### src/rtl/fexp_seq.sv
// Exponent sequencer: add/sub alignment with one shift pulse per step, mul/div exponent sum, normalise with range check.
// Latency: CALC 1 cycle, ALIGN M cycles, NORM until norm_done, DONE 1 cycle. start is ignored while busy; abort returns to IDLE at once.
module fexp_seq #(
    parameter int EXP_W  = 8,
    parameter int MANT_W = 40
) (
    input  logic             __clk,
    input  logic             rst_,
    input  logic             start,
    input  logic [1:0]       op,
    input  logic [EXP_W-1:0] exp_a,
    input  logic [EXP_W-1:0] exp_b,
    input  logic             abort,
    input  logic             norm_inc,
    input  logic             norm_dec,
    input  logic             norm_done,
    output logic             busy,
    output logic             done,
    output logic             shift_en,
    output logic             swap,
    output logic             g,
    output logic [EXP_W-1:0] exp_r,
    output logic             ovf,
    output logic             unf
);
    localparam int EW = EXP_W + 2;
    localparam int CW = $clog2(MANT_W + 1);
    localparam logic signed [EW-1:0] E_MAX = EW'((1 << (EXP_W - 1)) - 1);
    localparam logic signed [EW-1:0] E_MIN = ~E_MAX;
    localparam logic signed [EW-1:0] E_ONE = EW'(1);

    typedef enum logic [2:0] {IDLE, CALC, ALIGN, NORM, DONE} state_t;

    state_t                state_q, state_nxt;
    logic [1:0]            op_q, op_nxt;
    logic signed [EW-1:0]  a_q, a_nxt, b_q, b_nxt, e_q, e_nxt;
    logic [CW-1:0]         cnt_q, cnt_nxt;
    logic                  swap_q, swap_nxt, g_q, g_nxt, ovf_q, ovf_nxt, unf_q, unf_nxt;
    logic signed [EW-1:0]  diff, e_adj;
    logic [EW-1:0]         mag;
    logic                  far;

    // Alignment distance is the magnitude of the exponent difference.
    always_comb begin
        diff = a_q - b_q;
        mag  = diff[EW-1] ? $unsigned(-diff) : $unsigned(diff);
        far  = (mag >= EW'(MANT_W));
        case ({norm_inc, norm_dec})
            2'b10:   e_adj = e_q + E_ONE;
            2'b01:   e_adj = e_q - E_ONE;
            default: e_adj = e_q;
        endcase
    end

    always_comb begin
        state_nxt = state_q;
        op_nxt    = op_q;
        a_nxt     = a_q;
        b_nxt     = b_q;
        e_nxt     = e_q;
        cnt_nxt   = cnt_q;
        swap_nxt  = swap_q;
        g_nxt     = g_q;
        ovf_nxt   = ovf_q;
        unf_nxt   = unf_q;
        if (abort) begin
            state_nxt = IDLE;
        end else begin
            case (state_q)
                IDLE: if (start) begin
                    op_nxt    = op;
                    a_nxt     = {{2{exp_a[EXP_W-1]}}, exp_a};
                    b_nxt     = {{2{exp_b[EXP_W-1]}}, exp_b};
                    ovf_nxt   = 1'b0;
                    unf_nxt   = 1'b0;
                    state_nxt = CALC;
                end
                CALC: begin
                    state_nxt = NORM;
                    swap_nxt  = 1'b0;
                    g_nxt     = 1'b0;
                    case (op_q)
                        2'b10:   e_nxt = a_q + b_q;
                        2'b11:   e_nxt = a_q - b_q;
                        default: begin
                            swap_nxt = diff[EW-1];
                            g_nxt    = far;
                            e_nxt    = diff[EW-1] ? b_q : a_q;
                            cnt_nxt  = far ? '0 : mag[CW-1:0];
                            if (!far && mag != '0) state_nxt = ALIGN;
                        end
                    endcase
                end
                ALIGN: begin
                    cnt_nxt = cnt_q - CW'(1);
                    if (cnt_q == CW'(1)) state_nxt = NORM;
                end
                NORM: begin
                    e_nxt = e_adj;
                    if (norm_done) begin
                        ovf_nxt   = (e_adj > E_MAX);
                        unf_nxt   = (e_adj < E_MIN);
                        state_nxt = DONE;
                    end
                end
                DONE:    state_nxt = IDLE;
                default: state_nxt = IDLE;
            endcase
        end
    end

    always_ff @(posedge __clk or negedge rst_) begin
        if (!rst_) begin
            state_q <= IDLE;
            op_q    <= '0;
            a_q     <= '0;
            b_q     <= '0;
            e_q     <= '0;
            cnt_q   <= '0;
            swap_q  <= 1'b0;
            g_q     <= 1'b0;
            ovf_q   <= 1'b0;
            unf_q   <= 1'b0;
        end else begin
            state_q <= state_nxt;
            op_q    <= op_nxt;
            a_q     <= a_nxt;
            b_q     <= b_nxt;
            e_q     <= e_nxt;
            cnt_q   <= cnt_nxt;
            swap_q  <= swap_nxt;
            g_q     <= g_nxt;
            ovf_q   <= ovf_nxt;
            unf_q   <= unf_nxt;
        end
    end

    assign busy     = (state_q != IDLE);
    assign done     = (state_q == DONE);
    assign shift_en = (state_q == ALIGN);
    assign swap     = swap_q;
    assign g        = g_q;
    assign exp_r    = e_q[EXP_W-1:0];
    assign ovf      = ovf_q;
    assign unf      = unf_q;
endmodule

### config.mk
export PLATFORM = sky130hd
export DESIGN_NAME = fexp_seq
export DESIGN_NICKNAME = d
export VERILOG_FILES = /design/src/rtl/fexp_seq.sv
export SDC_FILE = /design/constraint.sdc
export NUM_CORES = 1
export LEC_CHECK = 0
export CAP_MARGIN = 20
export CORE_UTILIZATION = 32
export CTS_CLUSTER_SIZE = 40
export DETAILED_ROUTE_END_ITERATION = 7
export SETUP_SLACK_MARGIN = 0.5
export SYNTH_ARGS = -nofsm -noshare
export SYNTH_HDL_FRONTEND = slang
export SYNTH_SLANG_ARGS = --single-unit
### constraint.sdc
create_clock -name __clk -period 3.75 [get_ports __clk]
set_input_delay 0.75 -clock __clk [delete_from_list [all_inputs] [get_ports __clk]]
set_output_delay 0.75 -clock __clk [all_outputs]
set_load 0.02 [all_outputs]
After elaboration in Yosys (flattened, before gate mapping). Index checks and enable logic that the tools add are counted.

Register bits after elaboration: 41. Bits in latches: 0. Memory bits (writable): 0. ROM bits: 0. Output and inout bits: 15. Logic and storage cells: 72. Memories kept: 0.

$add $sub $neg: 6. Multiply operators: 0. Divide/modulo/power cells: 0. $lt $le $gt $ge: 3. Equal/unequal tests: 15. Shifts and indexed selects: 0. Muxes and demuxes: 22. Bitwise logic cells: 1. Reduce and logical (&&, ||, !) cells: 15.

Operators by type and width (count): case mux 10 bit (2 select lines) (3); two-way mux 10 bit (2); two-way mux 3 bit (4); two-way mux 6 bit (2); case mux 3 bit (4 select lines) (1); case mux 6 bit (2 select lines) (1); adder 10 x 2 -> 10 bit, second input constant (1); >= comparator 10 x 6 -> 1 bit, second input constant (1); > comparator 10 x 8 -> 1 bit, second input constant (1); less-than comparator 10 x 8 -> 1 bit, second input constant (1); negator 10 bit (1); nonzero test 10 bit (1); subtractor 10 x 2 -> 10 bit, second input constant (1); adder 8 x 8 -> 9 bit (1); AND reduction 3 bit (3); subtractor 8 x 8 -> 9 bit (1); two-way mux 1 bit (7); equality test 2 bit, second input constant (3); equality test 3 x 2 -> 1 bit, second input constant (2); equality test 6 x 1 -> 1 bit, second input constant (1); != test 2 bit, second input constant (3); != test 3 bit, second input constant (2); nonzero test 2 bit (3); subtractor 6 x 1 -> 6 bit, second input constant (1); other kinds (13) (15).

Logic depth before layout (Yosys ltp).
Depth after elaboration: 10. Depth in mapped cells: 14. Depth with buffers taken out: 13.

Worst setup path before layout. Ideal clock, no wire load.

Kind: input port to flip-flop. From: input norm_inc. To: register unf_q, in the netlist unf. Arrival time: 2.855 ns. Required time: 3.628 ns. Slack: 0.773 ns. Cell stages on the path: 11. Path through: inv_1 ha_1 ha_1 a21oi_1 o211ai_1 o41ai_1 o21ai_0 xnor2_1 nor2_1 xnor2_1 a32o_1.

Longest elaborated chain between the ends: 5.

Ends and longest elaborated chain: start: declaration (line 14) `input logic norm_inc,`; equality test 2 x 1 -> 1 bit / equality test 2 bit (equally long branches) (line 48) `case ({norm_inc, norm_dec})`; case mux 10 bit (2 select lines) * (line 48); less-than comparator 10 x 8 -> 1 bit * (line 102) `unf_nxt = (e_adj < E_MIN);`; two-way mux 1 bit * (line 100) `if (norm_done) begin`; case mux 1 bit (2 select lines) * (line 69) `case (state_q)`; end signal: assignment (line 134) `unf_q <= unf_nxt;`; end: declaration (line 38) `logic swap_q, swap_nxt, g_q, g_nxt, ovf_q, ovf_nxt, unf_q, unf_nxt;`.

Mark *: on every way between the ends. The rest lies on a longest branch, timed or not. The select of a mux whose other input is x is not followed. A chain may end at the register's enable or synchronous reset.

Worst setup path in the final report. Same ends and word-level chain as after synthesis.

==> results.yml <==
floorplanning:
  core_area_sq_um: 11500
  rows: 39
  design.portCount: 40
  die_h_microns: 111
  die_area_sq_um: 12400
  die_w_microns: 111
  start_util_pct: 33.1
worst_setup_path:
  end_kind: "flop"
  start_kind: "primary input"
  crit_type: "primary input to flop"
  arrival_ns: 3.29
  crit_path_max_fanout: 10
  required_ns: 3.92
sta:
  rsz0062_at_grt: "yes"
  finalWorstPathRequiredPeriod_ns: 3.12
  timing.final.crit_share_pct: 83.2
  final.setup_skew_ns: 0.00579
  fmax_mhz: 320
  finalWorstSetupSlack_ns: 0.628
  fin_setup_tns_ns: 0
  final_hold_viol_count: 0
  drv_slew: 0
  setup_viol: 0
  relSlewSlack_pct: 51.9
  tightest_slew_ns: 0.721
clocking:
  clk_path_buf_depth: 2
  cts_tree: "built"
  clk_pin_slew_worst_paths_ns: 0.06
  ctsHtreeMaxLevel: 2
  numCtsBuffers: 5
  cts-root-buf: "clkbuf_16"
  cts_hold_buf: 0
  cts.sinks: 41
  clk_latency_ns: 0.28
run:
  cap_violations: 0
detailed_routing:
  via_per_inst: 5.40
  wirelength_microns: 8940
  post_drt_wl_per_cell_microns: 14.8
  drcViolationCount: 4
  dr_total_vias: 3274
  dr.pass1.iters: 6
  initialDrtViolationCount: 116
  antenna_left: 0
layout:
  area_growth_pct: 19.3
  layout.nets: 518
  multi_input_area_sq_um: 2590
  nFillCells: 1161
  drive_above_1_share_pct: 15.6
  diodes: 0
  seqCellArea_sq_um: 1030
  fin_cells: 606
  post-route-cell-area_sq_um: 4550
yosys:
  syn_nets: 490
  synth_xor_area_share_pct: 5.25
  synth_edf_count: 0
  yosys.area_share.simple_pct: 17.8
  synth_fa_ha_area_share_pct: 10.8
  syn_area_sq_um: 3810
  postSynth.asyncResetShare_pct: 100
  synth_mux_area_share_pct: 8.79
  synth.distinct_cells: 73
  ys_warn_count: 0
  synthCells: 434
  ys_seq_area_share_pct: 26.9
  avgSynthCellArea_sq_um: 8.79
  synthFlopType: "dfrtp_1"
  ys_seq_elements: 41
  synth_top_family_by_area: "compound AO/OA/AOI/OAI gates"
  synth-compound-area-share_pct: 23.1
outcome:
  violations: "design-rule violations"
  outcome: "finished with violations"
place:
  port-buffer-count: 39
  dpl_cell_area_sq_um: 4250
  placed_cells: 594
  dp_slack_ns: 0.0985
  dp_hpwl_microns: 6890
  finalWeightedCongestion: 0.858
global_route:
  grt_max_degree: 42
  grt_use_total_pct: 14.8
  grt-ovfl-total: 0
  antenna_found_initial: 0
  grt_pass1_vias: 3148
  grt_pass1_wl_microns: 15000
min_path:
  hold_class: "primary input to async pin"
-- synthesized netlist by cell type, types with 4 or more instances --
master,instances,area (sq um)
nand2_1,33,124
nor3b_1,5,37.5
o21ai_0,19,95.1
buf_4,10,75.1
clkbuf_1,10,37.5
nor3_1,9,45.0
ha_1,28,350
a21oi_1,29,145
o22ai_1,4,25.0
xnor2_1,18,158
mux2i_1,11,110
o31ai_1,9,67.6
nand3_1,8,40.0
or3_1,4,25.0
dfrtp_1,41,1030
a31oi_1,9,56.3
mux2_2,20,225
nor2_1,32,120
a21o_1,6,45.0
buf_6,4,45.0
a211oi_1,4,30.0
inv_1,31,116
nor2b_1,8,50.1
-- final cells by class --
| cell class | instances | share of cell area, % |
|---|---|---|
| clock buffer | 6 | 3.05 |
| clock inverter | 2 | 0.825 |
| inverter | 31 | 2.56 |
| multi-input combinational | 336 | 57.0 |
| sequential | 41 | 22.6 |
| tap | 143 | 3.93 |
| timing repair buffer | 47 | 10.1 |
-- placed cells by master (no fill, tap or decap), drive strengths merged, types with 8 or more instances in the layout --
cell type / netlist / final
mux2i: 11 / 11
nor2b: 8 / 8
nor3: 9 / 9
nor2: 34 / 34
mux2: 20 / 20
nand2: 34 / 34
o31ai: 10 / 10
dfrtp: 41 / 41
a21oi: 31 / 31
ha: 28 / 28
inv: 31 / 31
o21ai: 21 / 21
xnor2: 19 / 19
a31oi: 9 / 9
buf: 15 / 9
nand3: 8 / 8
clkdlybuf4s50: 0 / 38
-- sequential cells by signal, summed over array words and instances, names as in the netlist --
signal   count
cnt_q        6
g            1
ovf          1
state_q      3
e_q         10
a_q          8
unf          1
b_q          8
swap         1
op_q         2
-- final timing paths --
check	from	endpoint	slack (ns)	cells past startpoint
worst max register to register	a_q[0]	state_q[0]	0.64	13
min in group __clk	g	g	0.50	2
worst max-delay path	norm_inc	unf	0.63	12
worst min register to register	g	g	0.50	2
max in group asynchronous	rst_	b_q[3]	3.00	2
worst min-delay path	rst_	a_q[2]	0.31	1
-- metrics by stage --
stage	util [%]	hold WS, ns
2_1_floorplan	-	0.454
3_3_place_gp	36.9	0.485
3_5_place_dp	36.9	0.485
4_1_cts	38.5	0.499
5_1_grt	39.5	0.312
6_report	39.5	0.305
-- metal layers --
metal  up-vias  part of all wire (%)  track usage [%]
met5         -                     0                0
met4         0                   2.1             5.50
met3        15                   4.5             2.73
met2        86                    45             23.3
met1      1553                    48             20.1
li1       1620                     -                -
-- worst max-delay path, cell delays in order --
cell and delay [ns]:
clkdlybuf4s50_1 0.46, inv_1 0.06, ha_4 0.20, ha_1 0.30, a21oi_2 0.15, o211ai_1 0.14, o41ai_2 0.39, o21ai_1 0.14
xnor2_1 0.23, nor2_1 0.09, xnor2_1 0.14, a32o_1 0.25
-- cell families (layout without fill, tap and decap cells) --
group,Yosys count,count (layout)
compound gates,122,122
xor+xnor,22,22
fa+ha+maj,31,31
simple gates,130,130
buf+inv,57,86
flops,41,41
mux,31,31
-- timing repair --
action | 4_1_cts | 5_1_grt
pin swaps | 0 | 9
hold endpoints to repair | 0 | 0
buffers inserted | 0 | 3
endpoints found under the setup margin | 4 | 16
gates resized for setup | 2 | 16
Power is left out: the tool's default activity adds up to more than one toggle a clock period on the data nets, which glitch-free logic cannot reach.
